**src/rtl/joypad_pkg.sv**
```systemverilog
// Shared constants for the joypad event peripheral: register map, STATUS/EVENT bit layout
// and the packed press/release event record.
package joypad_pkg;

  localparam int unsigned JP_BTN_W   = 8;
  localparam int unsigned JP_DATA_W  = 32;
  localparam int unsigned JP_ADDR_W  = 4;

  // Byte offsets of the four registers
  localparam logic [JP_ADDR_W-1:0] JP_STATE  = 4'h0;
  localparam logic [JP_ADDR_W-1:0] JP_EVENT  = 4'h4;
  localparam logic [JP_ADDR_W-1:0] JP_STATUS = 4'h8;
  localparam logic [JP_ADDR_W-1:0] JP_CTRL   = 4'hC;

  localparam int unsigned ST_COUNT_W   = 7;
  localparam int unsigned ST_EMPTY_BIT = 8;
  localparam int unsigned ST_FULL_BIT  = 9;
  localparam int unsigned ST_OVF_BIT   = 16;
  localparam int unsigned EV_VALID_BIT = 31;
  localparam int unsigned CTRL_IEN_BIT = 0;

  typedef struct packed {
    logic [JP_BTN_W-1:0] released;
    logic [JP_BTN_W-1:0] pressed;
  } jp_event_t;

  localparam int unsigned JP_EVENT_W = $bits(jp_event_t);

  function automatic jp_event_t jp_make_event(input logic [JP_BTN_W-1:0] old_s,
                                              input logic [JP_BTN_W-1:0] new_s);
    jp_event_t ev;
    ev.released = old_s & ~new_s;
    ev.pressed  = new_s & ~old_s;
    return ev;
  endfunction

endpackage

```
**src/rtl/joypad_events_if.sv**
```systemverilog
// Controller sample input plus the register bus and interrupt of the joypad event peripheral.
interface joypad_events_if;
  import joypad_pkg::*;

  logic                 joypad_valid;
  logic [JP_BTN_W-1:0]  joypad;
  logic                 sel;
  logic                 we;
  logic [JP_ADDR_W-1:0] addr;
  logic [JP_DATA_W-1:0] wdata;
  logic [JP_DATA_W-1:0] rdata;
  logic                 irq;

  modport master (
    output joypad_valid, joypad, sel, we, addr, wdata,
    input  rdata, irq
  );

  modport slave (
    input  joypad_valid, joypad, sel, we, addr, wdata,
    output rdata, irq
  );

endinterface

```
**src/rtl/joypad_events_sync_fifo.sv**
```systemverilog
// Single-clock FIFO with synchronous active-low reset; a pop on empty is ignored and a push
// while full only lands when a pop frees a slot in the same cycle.
module sync_fifo #(
  parameter int unsigned WIDTH = 16,
  parameter int unsigned DEPTH = 8
) (
  input  logic                     clk,
  input  logic                     rst_n,
  input  logic                     push,
  input  logic [WIDTH-1:0]         din,
  input  logic                     pop,
  output logic [WIDTH-1:0]         dout,
  output logic                     full,
  output logic                     empty,
  output logic [$clog2(DEPTH):0]   count
);

  localparam int unsigned AW = $clog2(DEPTH);
  localparam int unsigned CW = AW + 1;

  logic [WIDTH-1:0] mem [DEPTH];
  logic [AW-1:0]    rd_ptr_q;
  logic [AW-1:0]    wr_ptr_q;
  logic [CW-1:0]    cnt_q;
  logic             do_push;
  logic             do_pop;

  assign empty   = (cnt_q == '0);
  assign full    = (cnt_q == CW'(DEPTH));
  assign count   = cnt_q;
  assign dout    = mem[rd_ptr_q];
  assign do_pop  = pop & ~empty;
  assign do_push = push & (~full | do_pop);

  always_ff @(posedge clk) begin
    if (!rst_n) begin
      rd_ptr_q <= '0;
      wr_ptr_q <= '0;
      cnt_q    <= '0;
    end else begin
      if (do_push) wr_ptr_q <= wr_ptr_q + AW'(1);
      if (do_pop)  rd_ptr_q <= rd_ptr_q + AW'(1);
      cnt_q <= cnt_q + CW'(do_push) - CW'(do_pop);
    end
  end

  // Storage needs no reset; the pointers define what is valid
  always_ff @(posedge clk) begin
    if (rst_n && do_push) mem[wr_ptr_q] <= din;
  end

endmodule

```
**src/rtl/joypad_events.sv**
```systemverilog
// Debounces controller samples, queues press/release events and exposes state, events,
// status and an interrupt enable through four memory-mapped registers.
module joypad_events
  import joypad_pkg::*;
#(
  parameter int unsigned STABLE_COUNT = 3,
  parameter int unsigned DEPTH        = 8
) (
  input  logic            clk,
  input  logic            rst_n,
  joypad_events_if.slave  bus
);

  localparam int unsigned CNT_W  = $clog2(STABLE_COUNT + 1);
  localparam int unsigned FCNT_W = $clog2(DEPTH) + 1;

  logic [JP_BTN_W-1:0]  cand_q, cand_d;
  logic [CNT_W-1:0]     cnt_q, cnt_d;
  logic [JP_BTN_W-1:0]  state_q;
  logic                 ovf_q;
  logic                 ien_q;
  logic                 irq_q;

  logic                 accept;
  logic                 push_ev;
  jp_event_t            new_ev;
  logic [1:0]           reg_idx;
  logic                 rd_event;
  logic                 wr_status;
  logic                 wr_ctrl;
  logic                 ovf_set;

  logic [JP_EVENT_W-1:0] fifo_dout;
  logic                  fifo_full;
  logic                  fifo_empty;
  logic [FCNT_W-1:0]     fifo_count;
  logic [JP_DATA_W-1:0]  rdata_c;

  // Candidate tracking: a new value restarts the run, a repeat counts up to saturation
  always_comb begin
    cand_d = cand_q;
    cnt_d  = cnt_q;
    if (bus.joypad_valid) begin
      if (bus.joypad == cand_q) begin
        if (cnt_q != CNT_W'(STABLE_COUNT)) cnt_d = cnt_q + CNT_W'(1);
      end else begin
        cand_d = bus.joypad;
        cnt_d  = CNT_W'(1);
      end
    end
  end

  assign accept  = bus.joypad_valid && (cnt_d == CNT_W'(STABLE_COUNT));
  assign push_ev = accept && (bus.joypad != state_q);
  assign new_ev  = jp_make_event(state_q, bus.joypad);

  assign reg_idx   = bus.addr[3:2];
  assign rd_event  = bus.sel & ~bus.we & (reg_idx == JP_EVENT[3:2]);
  assign wr_status = bus.sel &  bus.we & (reg_idx == JP_STATUS[3:2]);
  assign wr_ctrl   = bus.sel &  bus.we & (reg_idx == JP_CTRL[3:2]);
  // A simultaneous pop frees the slot, so only an unpaired push into a full FIFO is lost
  assign ovf_set   = push_ev & fifo_full & ~rd_event;

  sync_fifo #(
    .WIDTH (JP_EVENT_W),
    .DEPTH (DEPTH)
  ) u_fifo (
    .clk   (clk),
    .rst_n (rst_n),
    .push  (push_ev),
    .din   (new_ev),
    .pop   (rd_event),
    .dout  (fifo_dout),
    .full  (fifo_full),
    .empty (fifo_empty),
    .count (fifo_count)
  );

  always_ff @(posedge clk) begin
    if (!rst_n) begin
      cand_q  <= '0;
      cnt_q   <= '0;
      state_q <= '0;
      ovf_q   <= 1'b0;
      ien_q   <= 1'b0;
      irq_q   <= 1'b0;
    end else begin
      cand_q <= cand_d;
      cnt_q  <= cnt_d;
      if (push_ev) state_q <= bus.joypad;
      if (ovf_set) begin
        ovf_q <= 1'b1;
      end else if (wr_status && bus.wdata[ST_OVF_BIT]) begin
        ovf_q <= 1'b0;
      end
      if (wr_ctrl) ien_q <= bus.wdata[CTRL_IEN_BIT];
      irq_q <= ien_q & ~fifo_empty;
    end
  end

  // Read mux; the EVENT word shows the FIFO head only when something is queued
  always_comb begin
    rdata_c = '0;
    case (reg_idx)
      JP_STATE[3:2]:  rdata_c[JP_BTN_W-1:0] = state_q;
      JP_EVENT[3:2]: begin
        if (!fifo_empty) begin
          rdata_c[JP_EVENT_W-1:0] = fifo_dout;
          rdata_c[EV_VALID_BIT]   = 1'b1;
        end
      end
      JP_STATUS[3:2]: begin
        rdata_c[ST_COUNT_W-1:0] = ST_COUNT_W'(fifo_count);
        rdata_c[ST_EMPTY_BIT]   = fifo_empty;
        rdata_c[ST_FULL_BIT]    = fifo_full;
        rdata_c[ST_OVF_BIT]     = ovf_q;
      end
      default:        rdata_c[CTRL_IEN_BIT] = ien_q;
    endcase
  end

  assign bus.rdata = rdata_c;
  assign bus.irq   = irq_q;

  logic unused_bus_bits;
  assign unused_bus_bits = ^{bus.addr[1:0], bus.wdata[JP_DATA_W-1:ST_OVF_BIT+1],
                             bus.wdata[ST_OVF_BIT-1:CTRL_IEN_BIT+1]};

endmodule

```
**src/flat_wrapper.sv**
```systemverilog
// flat-port wrapper written by rule: the top's interface ports become plain ports
module joypad_events_flat import joypad_pkg::*;
#(
  parameter int unsigned STABLE_COUNT = 3,
  parameter int unsigned DEPTH        = 8
)
  (clk, rst_n, bus_joypad_valid, bus_joypad, bus_sel, bus_we, bus_addr, bus_wdata, bus_rdata, bus_irq);
  joypad_events_if bus_i ();
  input  logic clk;
  input  logic rst_n;
  input wire logic [$bits(bus_i.joypad_valid)-1:0] bus_joypad_valid;
  input wire logic [$bits(bus_i.joypad)-1:0] bus_joypad;
  input wire logic [$bits(bus_i.sel)-1:0] bus_sel;
  input wire logic [$bits(bus_i.we)-1:0] bus_we;
  input wire logic [$bits(bus_i.addr)-1:0] bus_addr;
  input wire logic [$bits(bus_i.wdata)-1:0] bus_wdata;
  output wire logic [$bits(bus_i.rdata)-1:0] bus_rdata;
  output wire logic [$bits(bus_i.irq)-1:0] bus_irq;
  assign bus_i.joypad_valid = bus_joypad_valid;
  assign bus_i.joypad = bus_joypad;
  assign bus_i.sel = bus_sel;
  assign bus_i.we = bus_we;
  assign bus_i.addr = bus_addr;
  assign bus_i.wdata = bus_wdata;
  assign bus_rdata = bus_i.rdata;
  assign bus_irq = bus_i.irq;
  joypad_events #(.STABLE_COUNT(STABLE_COUNT), .DEPTH(DEPTH)) u_core (.clk(clk), .rst_n(rst_n), .bus(bus_i));
endmodule
```
**config.mk**
```make
export PLATFORM = sky130hd
export DESIGN_NAME = joypad_events_flat
export DESIGN_NICKNAME = d
export VERILOG_FILES = /design/src/rtl/joypad_pkg.sv /design/src/rtl/joypad_events_if.sv /design/src/rtl/joypad_events_sync_fifo.sv /design/src/rtl/joypad_events.sv /design/src/flat_wrapper.sv
export SDC_FILE = /design/constraint.sdc
export NUM_CORES = 1
export LEC_CHECK = 0
export CAP_MARGIN = 5
export CORE_MARGIN = 4
export CORE_UTILIZATION = 32
export CTS_CLUSTER_DIAMETER = 30
export DETAILED_ROUTE_END_ITERATION = 8
export SLEW_MARGIN = 10
export SYNTH_ARGS = -nofsm -noshare
export SYNTH_HDL_FRONTEND = slang
export SYNTH_SLANG_ARGS = --single-unit
export TNS_END_PERCENT = 10
```
**constraint.sdc**
```tcl
create_clock -name clk -period 5.15 [get_ports clk]
set_input_delay 0.515 -clock clk [delete_from_list [all_inputs] [get_ports clk]]
set_output_delay 0.515 -clock clk [all_outputs]
set_load 0.05 [all_outputs]
```
==> metrics.txt <==
largest net degree at the start of global routing=33; worst-path fanout max=8; startpoint type of the worst setup path=input pin; status=completed; Seq cells post-synth=162; worst r2r src=u_core.u_fifo.count[2]$_SDFF_PN0_; leading cell types in the layout, fill and taps excluded=sky130_fd_sc_hd__edfxtp_1, sky130_fd_sc_hd__nand2_1, sky130_fd_sc_hd__mux2i_1, sky130_fd_sc_hd__clkdlybuf4s50_1, sky130_fd_sc_hd__dfxtp_1; total global routing overflow=0; register area=4530 µm²; Die Y-Extent=156 µm; worst setup slack after layout=1.25 ns; buffers added on ports=35; # clock sinks=162; worst-case reg-to-reg path depth=7; Core Rows=53; worst hold-check path type=flop to flop; DR vias/cell=4.96; die footprint=24400 µm²; total wirelength of the detailed-routed design=15.1 mm; slack of the worst reg-to-reg path=2.39 ns; maximum number of buffers from clock root to sink=2; Worst Setup End Kind=output pin; ys async rst share=0%; most frequently used flop master after synthesis=sky130_fd_sc_hd__edfxtp_1; post-layout net count=571; placement-stage cell area=7750 µm²; setup TNS after final layout=0 ns; proportion of synthesized chip area in sequential cells=64.4%; number of gates resized after cts=0; shortest period the worst path allows=3.90 ns; violation count after the first detailed-route iteration=272; CTS tree=yes; Overall Global Routing Usage=12.8%; Avg WL per Cell=19.4 µm; drc violations=0; number of CTS-inserted buffers=17; category of the critical setup timing path=input pin to output pin; count of endpoints failing setup in the final report=0; number of hold-slack violations in the final timing report=0; Hold Path Sink=u_core.cand_q[0]$_SDFFE_PN0P_; Hold Path Cell Cnt=2; via count of the routed design=3871; number of hold buffers added after cts=0; Unique masters post-synth=43; final non-filler cell total=781; clock skew after layout=0.00595 ns; remaining max-slew budget at the tightest pin=41.7%; netlist area before placement=7030 µm²; number of global-route vias before repair=4060; clock root cell=sky130_fd_sc_hd__clkbuf_16; Fill cells=1931; initial core utilization=33.0%; synth-to-layout area growth=18.4%; required time of the worst setup path=4.64 ns; number of flops mapped to enable cells by yosys=128; global-route wire length before repair=23.2 mm; length of the first detailed-routing pass in iterations=7; most common cell after layout, fill and taps aside=sky130_fd_sc_hd__edfxtp_1; cell area power density=352 nW/µm²; cell area after layout=8320 µm²; maximum ir drop on the vdd rail=0.250 mV; placer's final routability congestion estimate=0.763; core area=21300 µm²; multi-input gate area in the final layout=2340 µm²; crit path DAT=3.39 ns; share of cells above drive strength 1=19.8%; number of antenna violations at the first check in global routing=0; Post-CTS Setup Repair Bufs=0; final antenna-violating net count=0; total count of max-transition violations in the final report=0; die width=156 µm; Leak=2.89 nW; max-cap violations=0; Ant. Diodes=0; Finished Core Util=39.1%; R2R Path End=u_core.u_fifo.mem[5][15]$_DFFE_PP_; placed cell count=749; clock slew seen by the registers of the worst setup and hold paths=0.07 ns; Clk Latency, worst-skew pair=0.42 ns; HPWL reported at the end of detailed placement=9.71 mm; Yosys top cell by area=sky130_fd_sc_hd__edfxtp_1; Ys Warns=0; maximum clock frequency=256 MHz; cells after synthesis=443; boundary pin count=82; main area contributors after synthesis=sky130_fd_sc_hd__edfxtp_1, sky130_fd_sc_hd__mux4_2, sky130_fd_sc_hd__dfxtp_1; dpl ws=1.28 ns; H-tree level count=4; Tightest Pin Transition=0.874 ns; hold path startpoint=u_core.cand_q[0]$_SDFFE_PN0P_; Final Cycle Share=75.8%; share of the synthesized area in the top cell type=54.7%; RSZ-0062 raised after global routing=no; syn avg cell area=15.9 µm²
## cells by family after synthesis
kind of cell / after synthesis / share of synthesized area, %
flops: 162 / 64.4
simple gates: 91 / 6.77
mux: 70 / 15.7
buf+inv: 54 / 3.72
fa+ha+maj: 29 / 5.27
compound gates: 24 / 2.19
xor+xnor: 12 / 1.92
other cells: 1 / 0.0534
## flip-flops by register name (all words and copies together) (netlist names), named ones only
register	count
u_core.cnt_q	2
u_core.u_fifo.mem	128
u_core.ien_q	1
u_core.bus.irq	1
u_core.u_fifo.wr_ptr_q	3
u_core.u_fifo.count	4
u_core.cand_q	8
u_core.state_q	8
u_core.u_fifo.rd_ptr_q	3
u_core.ovf_q	1
## power by group
group	total [W]	switching, W	leakage, nW	internal [W]
Sequential	0.00143	0.0000158	1.56	0.00141
Clock	0.00120	0.000558	0.269	0.000641
Combinational	0.000301	0.000193	1.07	0.000108
Total	0.00293	0.000767	2.89	0.00216
## area by class of cell
cell class                      count  area share (%)
Clock buffer                       17            5.11
Clock inverter                     15            1.73
Inverter                           24            1.08
Multi-Input combinational cell    240            28.1
Sequential cell                   162            54.4
Tap cell                          275            4.14
Timing Repair Buffer               48            5.39
## cells in the mapped netlist, types with 7 or more instances
| master | n |
|---|---|
| sky130_fd_sc_hd__buf_4 | 14 |
| sky130_fd_sc_hd__inv_1 | 24 |
| sky130_fd_sc_hd__and2_1 | 8 |
| sky130_fd_sc_hd__clkbuf_1 | 10 |
| sky130_fd_sc_hd__dfxtp_1 | 34 |
| sky130_fd_sc_hd__edfxtp_1 | 128 |
| sky130_fd_sc_hd__mux4_2 | 32 |
| sky130_fd_sc_hd__ha_1 | 28 |
| sky130_fd_sc_hd__nor2_1 | 8 |
| sky130_fd_sc_hd__nor4_1 | 7 |
| sky130_fd_sc_hd__nand2_1 | 39 |
| sky130_fd_sc_hd__mux2i_1 | 37 |
## through the flow
stage	hold slack [ns]	total power [W]
after floorplan	0.451	0.00167
after global placement	0.461	0.00175
after detailed placement	0.473	0.00176
after CTS	0.482	0.00295
after global routing	0.508	0.00302
final	0.479	0.00293
## routing by layer
| layer | part of all wire, % | global-route usage (%) | wire (µm) |
|---|---|---|---|
| met3 | 6.6 | 3.58 | 1000 |
| met2 | 48 | 20.5 | 7240 |
| met1 | 45 | 17.5 | 6750 |
| met5 | 0 | 0 | 0 |
| met4 | 0.96 | 3.26 | 146 |
## worst max-delay path by stage
stage	from	end	slack, ns	cells after the start
after global routing	u_core.u_fifo.count[2]$_SDFF_PN0_	bus_rdata[3]	1.08	8
after detailed placement	bus_addr[3]	bus_rdata[5]	1.28	8
after floorplan	bus_addr[3]	u_core.u_fifo.mem[1][0]$_DFFE_PP_	1.39	7
after CTS	u_core.u_fifo.count[2]$_SDFF_PN0_	bus_rdata[5]	1.24	8
final	bus_addr[3]	bus_rdata[1]	1.25	8
after global placement	bus_addr[3]	bus_rdata[5]	1.34	8
## worst max-delay path, stage by stage
cell and delay, ns:
sky130_fd_sc_hd__clkdlybuf4s50_1 0.49, sky130_fd_sc_hd__inv_1 0.12, sky130_fd_sc_hd__ha_1 0.26, sky130_fd_sc_hd__nand2_1 0.34
sky130_fd_sc_hd__inv_1 0.24, sky130_fd_sc_hd__nand2b_1 0.26, sky130_fd_sc_hd__o22ai_1 0.29, sky130_fd_sc_hd__clkdlybuf4s50_1 0.86
Power figures use the tool's default switching activity.
